<file path="config.mk">
export PLATFORM = sky130hd
export DESIGN_NAME = cpu_regfile_sync_nrmw_flat
export DESIGN_NICKNAME = d
export VERILOG_FILES = /design/src/rtl/cpu_regfile_sync_nrmw_if.sv /design/src/rtl/cpu_regfile_sync_nrmw.sv /design/src/flat_wrapper.sv
export SDC_FILE = /design/constraint.sdc
export NUM_CORES = 1
export LEC_CHECK = 0
export CAP_MARGIN = 20
export CORE_MARGIN = 8
export CORE_UTILIZATION = 25
export DETAILED_ROUTE_END_ITERATION = 10
export PLACE_DENSITY_LB_ADDON = 0.2
export SLEW_MARGIN = 5
export SYNTH_ARGS = -nofsm -noshare
export SYNTH_HDL_FRONTEND = slang
export SYNTH_SLANG_ARGS = --single-unit
</file>
<file path="constraint.sdc">
create_clock -name i_clk -period 6.35 [get_ports i_clk]
set_input_delay 0.9525 -clock i_clk [delete_from_list [all_inputs] [get_ports i_clk]]
set_output_delay 0.9525 -clock i_clk [all_outputs]
set_load 0.03 [all_outputs]
</file>
<file path="src/rtl/cpu_regfile_sync_nrmw_if.sv">
// Decode/writeback bus of the AsteRISC register file: packed read and write ports.
// Port k of a packed field occupies slice [W*k +: W].
interface cpu_regfile_sync_nrmw_if #(
  parameter int unsigned p_width = 32,
  parameter int unsigned p_nb_rd = 2,
  parameter int unsigned p_nb_wr = 1
);
  logic [5*p_nb_rd-1:0]       i_rd_addr;
  logic [p_width*p_nb_rd-1:0] o_rd_data;
  logic [p_nb_wr-1:0]         i_wr_en;
  logic [5*p_nb_wr-1:0]       i_wr_addr;
  logic [p_width*p_nb_wr-1:0] i_wr_data;

  modport master (
    output i_rd_addr, i_wr_en, i_wr_addr, i_wr_data,
    input  o_rd_data
  );

  modport slave (
    input  i_rd_addr, i_wr_en, i_wr_addr, i_wr_data,
    output o_rd_data
  );
endinterface

</file>
<file path="src/rtl/cpu_regfile_sync_nrmw.sv">
// Parametrised AsteRISC register file: N read / M write ports, x0 hardwired to zero,
// post-reset zeroing sweep, optional write-to-read bypass and a 16-entry half mode.
module cpu_regfile_sync_nrmw #(
  parameter int unsigned p_width          = 32,
  parameter int unsigned p_half_regfile   = 0,
  parameter int unsigned p_nb_rd          = 2,
  parameter int unsigned p_nb_wr          = 1,
  parameter int unsigned p_bypass         = 1,
  parameter int unsigned p_clear_on_reset = 1
) (
  input  logic                   i_clk,
  input  logic                   i_rst_n,
  output logic                   o_busy,
  output logic                   o_addr_oob,
  cpu_regfile_sync_nrmw_if.slave bus
);
  localparam int unsigned Depth   = (p_half_regfile != 0) ? 16 : 32;
  localparam int unsigned Aw      = (p_half_regfile != 0) ? 4 : 5;
  localparam logic [4:0]  LastIdx = 5'(Depth - 1);

  typedef enum logic [0:0] {StClear = 1'b0, StReady = 1'b1} state_e;

  state_e     state_q, state_d;
  logic [4:0] cnt_q, cnt_d;

  logic [p_nb_rd-1:0][4:0]         rd_addr;
  logic [p_nb_wr-1:0]              wr_en;
  logic [p_nb_wr-1:0][4:0]         wr_addr;
  logic [p_nb_wr-1:0][p_width-1:0] wr_data;
  logic [p_nb_wr-1:0]              wr_eff;
  logic [p_nb_rd-1:0][p_width-1:0] rd_data_q, rd_data_d;
  logic                            addr_oob;

  // Distributed-RAM storage: deliberately unreset, only the sweep clears it.
  logic [p_width-1:0] regs_q [Depth];

  assign rd_addr       = bus.i_rd_addr;
  assign wr_en         = bus.i_wr_en;
  assign wr_addr       = bus.i_wr_addr;
  assign wr_data       = bus.i_wr_data;
  assign bus.o_rd_data = rd_data_q;
  assign o_busy        = (state_q == StClear);

  function automatic logic in_bounds(input logic [4:0] addr);
    return (p_half_regfile == 0) || !addr[4];
  endfunction

  always_comb begin
    addr_oob = 1'b0;
    for (int k = 0; k < p_nb_rd; k++) addr_oob = addr_oob | rd_addr[k][4];
    for (int j = 0; j < p_nb_wr; j++) addr_oob = addr_oob | (wr_en[j] & wr_addr[j][4]);
  end

  assign o_addr_oob = (p_half_regfile != 0) ? addr_oob : 1'b0;

  always_comb begin
    for (int j = 0; j < p_nb_wr; j++) begin
      wr_eff[j] = wr_en[j] && (wr_addr[j] != 5'd0) && in_bounds(wr_addr[j]) &&
                  (state_q == StReady);
    end
  end

  always_comb begin
    state_d = state_q;
    cnt_d   = cnt_q;
    if (state_q == StClear) begin
      cnt_d = cnt_q + 5'd1;
      if (cnt_q == LastIdx) state_d = StReady;
    end
  end

  // Ascending port order lets the highest-numbered write port win both here and in RAM.
  always_comb begin
    for (int k = 0; k < p_nb_rd; k++) begin
      rd_data_d[k] = '0;
      if (state_q == StReady && rd_addr[k] != 5'd0 && in_bounds(rd_addr[k])) begin
        rd_data_d[k] = regs_q[rd_addr[k][Aw-1:0]];
        if (p_bypass != 0) begin
          for (int j = 0; j < p_nb_wr; j++) begin
            if (wr_eff[j] && wr_addr[j] == rd_addr[k]) rd_data_d[k] = wr_data[j];
          end
        end
      end
    end
  end

  always_ff @(posedge i_clk or negedge i_rst_n) begin
    if (!i_rst_n) begin
      state_q   <= (p_clear_on_reset != 0) ? StClear : StReady;
      cnt_q     <= 5'd1;
      rd_data_q <= '0;
    end else begin
      state_q   <= state_d;
      cnt_q     <= cnt_d;
      rd_data_q <= rd_data_d;
    end
  end

  always_ff @(posedge i_clk) begin
    if (state_q == StClear) begin
      regs_q[cnt_q[Aw-1:0]] <= '0;
    end else begin
      for (int j = 0; j < p_nb_wr; j++) begin
        if (wr_eff[j]) regs_q[wr_addr[j][Aw-1:0]] <= wr_data[j];
      end
    end
  end
endmodule

</file>
<file path="src/flat_wrapper.sv">
// flat-port wrapper written by rule: the top's interface ports become plain ports
module cpu_regfile_sync_nrmw_flat 
#(
  parameter int unsigned p_width          = 32,
  parameter int unsigned p_half_regfile   = 0,
  parameter int unsigned p_nb_rd          = 2,
  parameter int unsigned p_nb_wr          = 1,
  parameter int unsigned p_bypass         = 1,
  parameter int unsigned p_clear_on_reset = 1
)
  (i_clk, i_rst_n, o_busy, o_addr_oob, bus_i_rd_addr, bus_i_wr_en, bus_i_wr_addr, bus_i_wr_data, bus_o_rd_data);
  cpu_regfile_sync_nrmw_if #(.p_width(p_width), .p_nb_rd(p_nb_rd), .p_nb_wr(p_nb_wr)) bus_i ();
  input  logic i_clk;
  input  logic i_rst_n;
  output logic o_busy;
  output logic o_addr_oob;
  input wire logic [$bits(bus_i.i_rd_addr)-1:0] bus_i_rd_addr;
  input wire logic [$bits(bus_i.i_wr_en)-1:0] bus_i_wr_en;
  input wire logic [$bits(bus_i.i_wr_addr)-1:0] bus_i_wr_addr;
  input wire logic [$bits(bus_i.i_wr_data)-1:0] bus_i_wr_data;
  output wire logic [$bits(bus_i.o_rd_data)-1:0] bus_o_rd_data;
  assign bus_i.i_rd_addr = bus_i_rd_addr;
  assign bus_i.i_wr_en = bus_i_wr_en;
  assign bus_i.i_wr_addr = bus_i_wr_addr;
  assign bus_i.i_wr_data = bus_i_wr_data;
  assign bus_o_rd_data = bus_i.o_rd_data;
  cpu_regfile_sync_nrmw #(.p_width(p_width), .p_half_regfile(p_half_regfile), .p_nb_rd(p_nb_rd), .p_nb_wr(p_nb_wr), .p_bypass(p_bypass), .p_clear_on_reset(p_clear_on_reset)) u_core (.i_clk(i_clk), .i_rst_n(i_rst_n), .o_busy(o_busy), .o_addr_oob(o_addr_oob), .bus(bus_i));
endmodule
</file>
==> results.cfg, run 1 <==
[finish]
utilization_pct = 29.5
fillers = 19798
multi_input_area_um2 = 17200
nNetsFinal = 2876
drive_above_1_share_pct = 29.3
seqCellArea_um2 = 32500
areaGrowthSynthToFinish_pct = 17.3

[power_and_ir_drop]
power_density_nw_per_um2 = 282
leakage_nw = 20.4
vdd_ir_drop_max_mv = 0.280

[floorplanning]
rows = 165
die_x_um = 466
start_util_pct = 25.1
dieArea_um2 = 217000
coreArea_um2 = 202000
num_io_pins = 116
die_h_um = 466

[route]
vias = 28652
maxUsedRoutingLayer = met4
antenna_left = 0
via_per_inst = 5.11
drc = 0
drt-met1-wl_um = 73800
wl_um = 175000
wl_per_cell_um = 31.1
drt_iter0_drc = 2583
drt-pass1-iter-count = 5
wl_met3_um = 6680
route.met2.wl_um = 86800

[synth]
yosysTopAreaCell = edfxtp_1
syn_inst = 2681
syn-num-nets = 2733
ys_ff_latch = 1094
synth_top_area_share_pct = 60.6
yosysSeqAreaShare_pct = 64.1
synth_most_common_cell = edfxtp_1
async_flop_share_pct = 6.40
synth_common_cells = edfxtp_1 (1024), mux4_2 (417), mux2i_1 (209)
avgSynthCellArea_um2 = 18.9
ys_types = 63
synthFlopType = edfxtp_1
synth_edf_count = 1024
yosysWarnings = 0
netlist_top_cells_area = edfxtp_1 (61%), mux4_2 (19%), mux2i_1 (4.1%)
syn-cell-area_um2 = 50700

[placement]
io_buffers = 114
dp_hpwl_um = 113000
pre_cts_ws_ps = 1360
gp_congestion = 0.766

[critical_path]
cp_num_buf_inv = 2
worstPathMaxFanout = 50
cpMaxStageDelayCell = clkdlybuf4s50_1
crit_required_ps = 6790
critPathTopFamily = simple AND/OR/NAND/NOR gates
cp-start-kind = input port
crit_chain = clkdlybuf4s50_1, or3_4, o211a_4, nor4bb_1, a41oi_2, nor2_4, buf_12
cpPeakStageDelay_ps = 820
worst-setup-path-type = input port to flop
arrival_ps = 4650
end_kind = flop

[cts]
ctsResizeCount = 0
h-tree-depth = 4
cts.sinks = 1094
cts.hold.buffers_added = 0
cts_tree = built
root_buffer = clkbuf_16
cts_buffers = 130
cts_setup_buffers = 0
clk_latency_ps = 760
clk_pin_slew_ps = 60
cts.path.max_buffers = 3

[sta]
setup_violations = 0
period_needed_ps = 4210
hold_viol = 0
clock.fmax_mhz = 237
fin_setup_tns_ps = 0
rsz0062_at_grt = no
slew_viol_final = 0
max_slew.worst_pin.slew_ps = 1210
slew_headroom_pct = 19.4
finalCritPeriodShare_pct = 66.3
clock_skew_ps = 27.1
setup_ws_ps = 2140

[global_routing]
grt_usage_pct = 15.6
grt_overflow = 0
antenna_found_initial = 5
grt_pass1_vias = 29951
grt_max_degree = 88
grt_pass1_wl_um = 244000

[flow_run]
maxCapViolCount = 0

[worst_hold_path]
min_path_type = input port to asynchronous set/reset pin

[run_status]
status = completed
metal layers:
metal	up-vias	global-route usage (%)
li1	11832	-
met5	-	0
met1	15695	20.2
met2	858	26.8
met3	267	2.03
met4	0	6.08
stage by stage:
step	hold WS, ps	total power, mW	std cells	area (µm²)
2_1_floorplan	499	8.99	2681	50700
3_3_place_gp	557	9.65	5361	55300
3_5_place_dp	558	9.65	5361	55300
4_1_cts	166	17.0	5599	59400
5_1_grt	204	17.3	5603	59500
6_report	207	16.8	5606	59500
placed cells by master (no fill, tap or decap), types with 14 or more instances in the layout:
cell,n
dfrtp_1,69
nand2_1,55
a221o_1,32
clkbuf_16,138
o21ai_1,62
and4_1,17
clkbuf_1,28
buf_4,107
clkinv_1,17
a22oi_1,96
mux4_2,417
clkdlybuf4s50_1,105
mux2i_1,209
mux2_2,19
a21oi_1,46
a22o_1,62
nor2_1,25
and2_1,31
clkinv_2,25
edfxtp_1,1024
o211a_1,14
nor2_4,36
o21bai_1,46
a221oi_1,82
kinds of logic (layout without fill, tap and decap cells):
group	Yosys count	count (layout)	share of synthesized area [%]
AOI/OAI and AO/OA	477	477	7.49
xor gates and xnor gates	13	13	0.225
adders and majority gates	2	2	0.0493
buffers and inverters	231	480	2.70
DFF	1094	1094	64.1
muxes	645	645	23.1
other	1	5	0.00740
and+or+nand+nor	218	218	2.35
path summary, 6_finish.rpt:
kind | from | endpoint | slack, ps | depth (start not counted)
worst max-delay path | bus_i_wr_addr[4] | u_core.regs_q[20][17]$_DFFE_PP_ | 2140 | 7
worst min-delay path | i_rst_n | u_core.bus.o_rd_data[61]$_DFF_PN0_ | 210 | 1
worst max register to register | u_core.state_q$_DFF_PN0_ | u_core.regs_q[5][3]$_DFFE_PP_ | 2680 | 4
worst min register to register | u_core.cnt_q[0]$_DFFE_PN1N_ | u_core.cnt_q[0]$_DFFE_PN1N_ | 570 | 1
max in group asynchronous | i_rst_n | u_core.bus.o_rd_data[18]$_DFF_PN0_ | 4870 | 2
min in group i_clk | u_core.cnt_q[0]$_DFFE_PN1N_ | u_core.cnt_q[0]$_DFFE_PN1N_ | 570 | 1
power breakdown:
| group | switching [mW] | internal, mW | total (mW) |
|---|---|---|---|
| Clock | 3.08 | 4.21 | 7.29 |
| Combinational | 0.956 | 0.520 | 1.48 |
| Sequential | 0.0424 | 7.95 | 8.00 |
final cells by class:
type                       count  area share (%)
sequential                  1094            54.6
tap                         2672            5.62
timing repair buffer         236            3.80
clock inverter                64           0.818
antenna                        4          0.0168
clock buffer                 174            6.17
multi-input combinational   1356            28.9
inverter                       6          0.0379
registers in the layout (all words and copies together) (netlist names):
register / flops
u_core.regs_q: 1024
u_core.bus.o_rd_data: 64
u_core.cnt_q: 5
u_core.state_q: 1
(Power assumes the default switching activity.)
==> run 2, diff against run 1 <==
clock period = 3.5 ns   (was 6.35 ns; I/O delays follow)
==> results.cfg, run 2 (synthesis gave the netlist of run 1 again) <==
[cts]
root_buffer = clkbuf_16
h-tree-depth = 4
cts_tree = built
cts_setup_buffers = 0
clk_pin_slew_ps = 60
cts.path.max_buffers = 3
cts.sinks = 1094
cts_buffers = 131
clk_latency_ps = 760

[sta]
finalCritPeriodShare_pct = 92.0
period_needed_ps = 3220
slew_headroom_pct = 47.7
hold_viol = 0
setup_violations = 0
clock_skew_ps = 17.8
rsz0062_at_grt = no
clock.fmax_mhz = 310
slew_viol_final = 0
max_slew.worst_pin.slew_ps = 783

[route]
wl_um = 181000
drt-pass1-iter-count = 5
via_per_inst = 5.07
drt_iter0_drc = 2623
drc = 0
wl_per_cell_um = 31.5
vias = 29198
antenna_left = 0

[placement]
gp_congestion = 0.772
io_buffers = 114
placed_area_um2 = 57500
dp_hpwl_um = 120000

[global_routing]
grt_usage_pct = 16.3
grt_pass1_wl_um = 253000
met3_usage_pct = 2.51
grt_max_degree = 82
gr-usage-met2_pct = 27.8
antenna_found_initial = 4
grtUsageMet1_pct = 21.1
top_usage_layer = met2
grt_overflow = 0
grt_pass1_vias = 30849

[finish]
nNetsFinal = 3036
utilization_pct = 30.5
fin_area_um2 = 61600
areaGrowthSynthToFinish_pct = 21.6
final_common_cell = edfxtp_1
layout_common_cells = edfxtp_1 (1024), mux4_2 (417), mux2i_1 (209)
largest_reg_flops = 1024
fillers = 19666
drive_above_1_share_pct = 32.4

[critical_path]
arrival_ps = 2700
end_kind = output pin
worstPathMaxFanout = 11
cp-start-kind = flop
worst-setup-path-type = flop to output pin
ff2ff_setup_slack_ps = 790
crit_required_ps = 2970

[floorplanning]
dieArea_um2 = 217000
die_x_um = 466
num_io_pins = 116
rows = 165
start_util_pct = 25.1
die_h_um = 466
coreArea_um2 = 202000

[power_and_ir_drop]
vdd_ir_drop_max_mv = 0.459
total_power_mw = 30.8
power_density_nw_per_um2 = 500
leakage_nw = 21.4

[run_status]
status = completed

[flow_run]
maxCapViolCount = 0

[worst_hold_path]
min_path_type = input port to asynchronous set/reset pin
[run 2: cell count changes in the layout (fill, tap and decap cells not counted), moves of 3 or more]
cell	before	now
clkbuf_16	138	135
clkbuf_1	28	42
buf_12	13	94
buf_4	107	187
clkinv_2	25	10
bufinv_16	3	6
inv_6	6	10
clkinv_8	5	2
[run 2: path summary, 6_finish.rpt]
path,endpoint,start,cells after the start
setup / recovery,o_busy,u_core.state_q$_DFF_PN0_,2
hold / removal,u_core.bus.o_rd_data[59]$_DFF_PN0_,i_rst_n,2
setup reg to reg,u_core.regs_q[16][16]$_DFFE_PP_,u_core.state_q$_DFF_PN0_,6
hold reg to reg,u_core.cnt_q[0]$_DFFE_PN1N_,u_core.cnt_q[0]$_DFFE_PN1N_,1
max in group asynchronous,u_core.cnt_q[0]$_DFFE_PN1N_,i_rst_n,3
min in group i_clk,u_core.bus.o_rd_data[27]$_DFF_PN0_,bus_i_wr_data[27],3
[run 2: timing repair]
action	in CTS	in global routing
gates resized for setup	0	0
hold buffers	1	0
hold endpoints to repair	33	0
[run 2: final cells by class]
class                           instances  area, µm²  share of cell area [%]
Clock inverter                         49        468                   0.759
Timing Repair Buffer                  395       4430                    7.19
Inverter                                6       22.5                  0.0365
Multi-Input combinational cell       1356      17200                    27.9
Antenna cell                            2       5.00                 0.00812
Clock buffer                          187       3670                    5.96
Sequential cell                      1094      32500                    52.7
Tap cell                             2672       3340                    5.42
[run 2: routing by layer]
metal,vias up,wire length (µm)
met4,0,7060
met2,951,89400
li1,12160,-
met3,262,8240
met5,-,0
met1,15825,76700
[run 2: worst max-delay path: stages, from the launching register on]
cell and delay, ps:
dfrtp_1 600, inv_2 330, clkdlybuf4s50_1 990
[run 2: power breakdown]
part           total (mW)  switching (mW)  internal [mW]
sequential           14.5          0.0750           14.4
clock                13.4            5.63           7.78
combinational        2.89            1.79           1.10
total                30.8            7.49           23.3
[run 2: through the flow]
step                cells  setup slack (ps)  hold slack, ps  TNS (ps)
floorplan            2681              -112             229    -46470
global placement     5522             -78.1             529     -9070
detailed placement   5522             -60.9             533     -5900
CTS                  5759               173             286         0
global route         5760               164             315         0
finish               5761               279             312         0
